<file path="src/rtl/configuration_register_bank_pkg.sv">
// Shared constants and helpers for the configuration register bank.
package configuration_register_bank_pkg;

    localparam logic [1:0] MODE_RW     = 2'd0;
    localparam logic [1:0] MODE_RO     = 2'd1;
    localparam logic [1:0] MODE_W1C    = 2'd2;
    localparam logic [1:0] MODE_SHADOW = 2'd3;

    // Byte distance between consecutive registers.
    localparam int unsigned REG_STRIDE = 4;

    // Expand four byte-lane enables into a 32-bit bit mask.
    function automatic logic [31:0] byte_mask(input logic [3:0] byte_select);
        logic [31:0] mask;
        mask = 32'h0000_0000;
        for (int n = 0; n < 4; n++) begin
            mask[n*8 +: 8] = byte_select[n] ? 8'hFF : 8'h00;
        end
        return mask;
    endfunction

endpackage

</file>
<file path="src/rtl/configuration_register_bank_cell.sv">
// One configuration register: RW, RO, W1C or shadowed RW with commit.
module config_register_cell
    import configuration_register_bank_pkg::*;
#(
    parameter int unsigned      WIDTH   = 32,
    parameter logic [1:0]       MODE    = MODE_RW,
    parameter logic [WIDTH-1:0] DEFAULT = '0
) (
    input  logic             clk,
    input  logic             rst,
    input  logic             wr_en,
    input  logic [WIDTH-1:0] wdata,
    input  logic [WIDTH-1:0] wmask,
    input  logic [WIDTH-1:0] hw_value,
    input  logic [WIDTH-1:0] hw_set,
    input  logic             commit,
    output logic [WIDTH-1:0] active_value,
    output logic [WIDTH-1:0] read_value,
    output logic             write_strobe
);

    logic [WIDTH-1:0] active_d, active_q;
    logic [WIDTH-1:0] shadow_d, shadow_q;
    logic             strobe_d, strobe_q;
    logic [WIDTH-1:0] merged_s;
    logic [WIDTH-1:0] clear_s;

    // Depending on MODE some inputs have no effect on this instance.
    logic unused_sink;
    assign unused_sink = ^{hw_value, hw_set, commit, wdata, wmask, wr_en};

    // Next-state for the active value, shadow copy and write strobe.
    always_comb begin
        active_d = active_q;
        shadow_d = shadow_q;
        strobe_d = 1'b0;
        merged_s = (wdata & wmask) | (active_q & ~wmask);
        clear_s  = wr_en ? (wdata & wmask) : {WIDTH{1'b0}};
        case (MODE)
            MODE_RW: begin
                if (wr_en) begin
                    active_d = merged_s;
                    strobe_d = 1'b1;
                end else begin
                    active_d = active_q;
                end
            end
            MODE_RO: begin
                active_d = hw_value;
            end
            MODE_W1C: begin
                // Set is OR-ed in last so it wins over a clear of the same bit.
                active_d = (active_q & ~clear_s) | hw_set;
                strobe_d = wr_en;
            end
            MODE_SHADOW: begin
                // Commit uses the shadow as it stood before this cycle's write.
                if (commit) begin
                    active_d = shadow_q;
                end else begin
                    active_d = active_q;
                end
                if (wr_en) begin
                    shadow_d = (wdata & wmask) | (shadow_q & ~wmask);
                    strobe_d = 1'b1;
                end else begin
                    shadow_d = shadow_q;
                end
            end
            default: begin
                active_d = active_q;
            end
        endcase
    end

    // State registers with synchronous reset to the default value.
    always_ff @(posedge clk) begin
        if (rst) begin
            active_q <= DEFAULT;
            shadow_q <= DEFAULT;
            strobe_q <= 1'b0;
        end else begin
            active_q <= active_d;
            shadow_q <= shadow_d;
            strobe_q <= strobe_d;
        end
    end

    assign active_value = active_q;
    assign read_value   = (MODE == MODE_SHADOW) ? shadow_q : active_q;
    assign write_strobe = strobe_q;

endmodule

</file>
<file path="src/rtl/configuration_register_bank.sv">
// Bank of configuration registers behind one peripheral-bus slave port.
module configuration_register_bank
    import configuration_register_bank_pkg::*;
#(
    parameter int unsigned        COUNT        = 4,
    parameter int unsigned        WIDTH        = 32,
    parameter logic [11:0]        BASE_ADDRESS = 12'h000,
    parameter logic [COUNT*32-1:0] DEFAULTS    = '0,
    parameter logic [COUNT*2-1:0]  MODES       = '0
) (
    input  logic                   clk,
    input  logic                   rst,
    input  logic                   enable,
    input  logic                   peripheralBus_we,
    input  logic                   peripheralBus_oe,
    input  logic [11:0]            peripheralBus_address,
    input  logic [3:0]             peripheralBus_byteSelect,
    output logic [31:0]            peripheralBus_dataRead,
    input  logic [31:0]            peripheralBus_dataWrite,
    output logic                   requestOutput,
    input  logic [COUNT*WIDTH-1:0] hw_value,
    input  logic [COUNT*WIDTH-1:0] hw_set,
    input  logic                   commit,
    output logic [COUNT*WIDTH-1:0] current_value,
    output logic [COUNT-1:0]       write_strobe,
    output logic                   irq
);

    localparam logic [10:0] COUNT_L = 11'(COUNT);

    logic [11:0]      offset_s;
    logic [9:0]       reg_idx_s;
    logic             hit_s;
    logic             we_s;
    logic             oe_s;
    logic             we_accept_s;
    logic [31:0]      mask_full_s;
    logic [WIDTH-1:0] mask_s;
    logic [WIDTH-1:0] wdata_s;
    logic [WIDTH-1:0] read_sel_s;
    logic [31:0]      read_ext_s;
    logic [WIDTH-1:0] read_values_s [COUNT];
    logic [COUNT-1:0] irq_bits_s;

    // Bits above WIDTH on the write bus and in the mask are not stored.
    logic unused_sink;
    assign unused_sink = ^{peripheralBus_dataWrite, mask_full_s};

    // Address decode: word aligned, at or above the base, inside the bank.
    always_comb begin
        offset_s    = peripheralBus_address - BASE_ADDRESS;
        reg_idx_s   = offset_s[11:2];
        hit_s       = enable
                   && (peripheralBus_address[1:0] == 2'b00)
                   && (peripheralBus_address >= BASE_ADDRESS)
                   && ({1'b0, reg_idx_s} < COUNT_L);
        we_s        = hit_s && peripheralBus_we && !peripheralBus_oe;
        oe_s        = hit_s && peripheralBus_oe && !peripheralBus_we;
        we_accept_s = we_s && (peripheralBus_byteSelect != 4'b0000);
        mask_full_s = byte_mask(peripheralBus_byteSelect);
        mask_s      = mask_full_s[WIDTH-1:0];
        wdata_s     = peripheralBus_dataWrite[WIDTH-1:0];
    end

    genvar g;
    generate
        for (g = 0; g < COUNT; g++) begin : g_reg
            localparam logic [1:0] REG_MODE = MODES[2*g +: 2];
            logic [WIDTH-1:0] active_s;

            config_register_cell #(
                .WIDTH   (WIDTH),
                .MODE    (REG_MODE),
                .DEFAULT (DEFAULTS[32*g +: WIDTH])
            ) u_cell (
                .clk          (clk),
                .rst          (rst),
                .wr_en        (we_accept_s && (reg_idx_s == 10'(g))),
                .wdata        (wdata_s),
                .wmask        (mask_s),
                .hw_value     (hw_value[WIDTH*g +: WIDTH]),
                .hw_set       (hw_set[WIDTH*g +: WIDTH]),
                .commit       (commit),
                .active_value (active_s),
                .read_value   (read_values_s[g]),
                .write_strobe (write_strobe[g])
            );

            assign current_value[WIDTH*g +: WIDTH] = active_s;
            assign irq_bits_s[g] = (REG_MODE == MODE_W1C) ? (|active_s) : 1'b0;
        end
    endgenerate

    // Read mux: select the addressed register, zero-extend and lane-mask.
    always_comb begin
        read_sel_s = {WIDTH{1'b0}};
        for (int i = 0; i < COUNT; i++) begin
            read_sel_s = (reg_idx_s == 10'(i)) ? read_values_s[i] : read_sel_s;
        end
        read_ext_s              = 32'h0000_0000;
        read_ext_s[WIDTH-1:0]   = read_sel_s;
        peripheralBus_dataRead  = oe_s ? (read_ext_s & mask_full_s) : 32'h0000_0000;
        requestOutput           = oe_s;
    end

    assign irq = |irq_bits_s;

endmodule

</file>
<file path="config.mk">
export PLATFORM = sky130hd
export DESIGN_NAME = configuration_register_bank
export DESIGN_NICKNAME = d
export VERILOG_FILES = /design/src/rtl/configuration_register_bank_pkg.sv /design/src/rtl/configuration_register_bank_cell.sv /design/src/rtl/configuration_register_bank.sv
export SDC_FILE = /design/constraint.sdc
export NUM_CORES = 1
export LEC_CHECK = 0
export CAP_MARGIN = 10
export CORE_AREA = 10 10 177 179
export DETAILED_ROUTE_END_ITERATION = 6
export DIE_AREA = 0 0 187 189
export SLEW_MARGIN = 20
export SYNTH_ARGS = -nofsm -noshare
export SYNTH_HDL_FRONTEND = slang
export SYNTH_HIERARCHICAL = 1
export SYNTH_SLANG_ARGS = --single-unit
</file>
<file path="constraint.sdc">
create_clock -name clk -period 4.9 [get_ports clk]
set_input_delay 0.98 -clock clk [delete_from_list [all_inputs] [get_ports clk]]
set_output_delay 0.98 -clock clk [all_outputs]
set_load 0.01 [all_outputs]
</file>
==> results.sh <==
export IMPL_post_cts_setup_buffers=0
export IMPL_clkPwrFrac_pct=52.1
export IMPL_crit_path_start="peripheralBus_address[7]"
export IMPL_die_h_um=189
export IMPL_maxCapViolations=0
export IMPL_dpl_hpwl_um=19500
export IMPL_io_pins=476
export IMPL_status="complete, no violations"
export IMPL_synth_edf_count=0
export IMPL_finalCriticalPeriod_ps=4440
export IMPL_synth_top_area_share_pct=32.7
export IMPL_cts_buffer_depth=2
export IMPL_grt_max_degree=66
export IMPL_synth_cell_types=30
export IMPL_dieArea_um2=35300
export IMPL_synth_area_leaders="dfxtp_1, buf_4, a21bo_1"
export IMPL_htreeDepth=4
export IMPL_internal_power_mw=1.95
export IMPL_achievable_frequency_ghz=0.225
export IMPL_syn_avg_cell_area_um2=9.66
export IMPL_cp_top_family="buffers and inverters"
export IMPL_numCtsBuffers=17
export IMPL_synthCells=835
export IMPL_holdWs_ps=582
export IMPL_ys_flop_type="dfxtp_1"
export IMPL_gr_usage_all_layers_pct=15.2
export IMPL_synth_top_cell_by_area="dfxtp_1"
export IMPL_cp_slowest_cell="clkdlybuf4s50_1"
export IMPL_drt_vias_per_instance=4.91
export IMPL_ant_nets=0
export IMPL_crit_path_end="peripheralBus_dataRead[21]"
export IMPL_slowest_delay_ps=690
export IMPL_fin_setup_tns_ps=0
export IMPL_fin_worst_skew_ps=0
export IMPL_core_area_um2=27600
export IMPL_dr_first_iter_drc_count=353
export IMPL_route_detailed_drc=0
export IMPL_die_w_um=187
export IMPL_crit_cells=6
export IMPL_fin_area_um2=10200
export IMPL_area_growth_pct=26.2
export IMPL_combPwrFrac_pct=6.4
export IMPL_grt_first_pass_wirelength_um=41900
export IMPL_cts_tree="yes"
export IMPL_slew_violations=0
export IMPL_postCtsHoldBufs=0
export IMPL_clk_pin_slew_ps=60
export IMPL_finalCritPeriodShare_pct=90.6
export IMPL_rows=61
export IMPL_wl_per_cell_um=21.2
export IMPL_root_buffer="clkbuf_16"
export IMPL_final_cells=1305
export IMPL_yosys_warnings=6
export IMPL_peakVddDrop_mv=0.208
export IMPL_cp_max_fo=5
export IMPL_gp_congestion=0.736
export IMPL_relSlewSlack_pct=47.6
export IMPL_synth_seq_cells=132
export IMPL_initial_core_util_pct=29.2
export IMPL_synthArstFlopShare_pct=0
export IMPL_drive_above_1_share_pct=20.8
export IMPL_cp_arrival_ps=3460
export IMPL_seq_area_frac_synth_pct=32.7
export IMPL_postCtsResizedCells=0
export IMPL_path_common_cell="clkdlybuf4s50_1"
export IMPL_fillers=2874
export IMPL_cts_sinks=132
export IMPL_synth_most_common_cell="buf_4"
export IMPL_antenna_found_initial=13
export IMPL_routed_wl_um=27700
export IMPL_switching_share_pct=24.6
export IMPL_grt_overflow=0
export IMPL_synth_area_um2=8070
export IMPL_setup_viol=0
export IMPL_worstPathCellList="clkdlybuf4s50_1 -> nor4_4 -> nand4_1 -> buf_4 -> a221oi_1 -> clkdlybuf4s50_1"
export IMPL_drtPass1Iterations=4
export IMPL_power_frac_seq_pct=41.5
export IMPL_crit_path_start_kind="primary input"
export IMPL_cp_required_ps=3920
export IMPL_r2r_slack_ps=4060
export IMPL_rr_worst_depth=2
export IMPL_critPathKind="in -> out"
export IMPL_ys_top_cells_by_count="buf_4, dfxtp_1, nand3_1, a21bo_1, a21oi_2"
export IMPL_worst_slew_pin_slew_ps=786
export IMPL_p_leak_nw=3.36
export IMPL_nNetsFinal=1218
export IMPL_port_buffer_count=217
export IMPL_place_inst=1267
export IMPL_cp_end_kind="output port"
export IMPL_place_area_um2=9550
export IMPL_vias=6405
export IMPL_power_density_nw_per_um2=254
export IMPL_rsz0062_at_grt="false"
export IMPL_clk_latency_ps=410
export IMPL_hold_viol=0
export IMPL_power_switching_mw=0.636
export IMPL_crit_buf_inv=3
export IMPL_grt_pass1_vias=6358
export IMPL_syn_nets=1145
export IMPL_hp_class="reg -> reg"
-- worst register-to-register path, stage by stage, from the launching register on --
cell     delay (ps)
dfxtp_1         400
a21bo_2         240
a21oi_1         130
-- metal layers --
metal	vias to the layer above	track usage, %	wire length (um)
met1	3072	19.6	12600
li1	3084	-	-
met5	-	0	81
met2	205	21.7	11600
met4	12	3.44	335
met3	32	8.31	3120
-- through the flow --
stage / worst slack, ps / total power [mW] / utilization, %
after CTS: 444 / 2.61 / 36.8
after global placement: 440 / 1.26 / 34.6
final: 461 / 2.59 / 36.9
after detailed placement: 453 / 1.26 / 34.6
after global routing: 293 / 2.67 / 36.8
after floorplan: 1840 / 1.15 / -
-- power by group through the flow --
stage | Clock (mW) | Combinational [mW] | Sequential [mW]
floorplan | 0 | 0.0572 | 1.10
global placement | 0 | 0.164 | 1.10
detailed placement | 0 | 0.165 | 1.10
CTS | 1.37 | 0.166 | 1.07
global route | 1.43 | 0.176 | 1.07
finish | 1.35 | 0.165 | 1.07
-- cells in the final DEF, fill, tap and decap left out, types with 2 or more instances in the layout --
cell type and count:
nor4_2 2, buf_4 26, a21oi_2 80, a21bo_2 36, a221oi_1 24, nand4_1 3, clkinv_2 2, clkbuf_16 17
nor2b_1 12, dfxtp_1 132, clkinvlp_4 2, clkdlybuf4s50_1 211, a211oi_1 8, nand3_1 129, a21bo_1 92, mux2i_1 56
bufinv_16 3, buf_2 4, a21oi_1 48, a2111oi_0 2, nor4_4 2, clkinv_4 5, nand3b_1 2, nor3b_1 2
a2111oi_2 5, diode_2 6, and3b_1 3
-- area by class of cell --
cell class                      instances  area, um2  share of cell area [%]
Clock buffer                           18        439                    4.31
Tap cell                              378        473                    4.64
Sequential cell                       132       2640                    25.9
Timing Repair Buffer                  243       2360                    23.2
Antenna cell                            6       15.0                   0.147
Inverter                                1       3.75                  0.0369
Clock inverter                         14        179                    1.76
Multi-Input combinational cell        513       4080                    40.0
-- worst min path at each step --
stage | from | to | depth (start not counted)
6_report | register | register | 2
3_5_place_dp | register | register | 2
5_1_grt | register | register | 2
2_1_floorplan | register | register | 2
4_1_cts | register | register | 2
3_3_place_gp | register | register | 2
-- kinds of logic after synthesis --
| logic type | Yosys count | share of synthesized area (%) |
|---|---|---|
| AO/OA/AOI/OAI | 296 | 32.2 |
| buffers and inverters | 190 | 17.1 |
| flip-flops | 132 | 32.7 |
| multiplexers | 56 | 6.95 |
| other | 1 | 0.0465 |
| AND/OR/NAND/NOR | 160 | 11.0 |
Power figures use the tool's default switching activity.
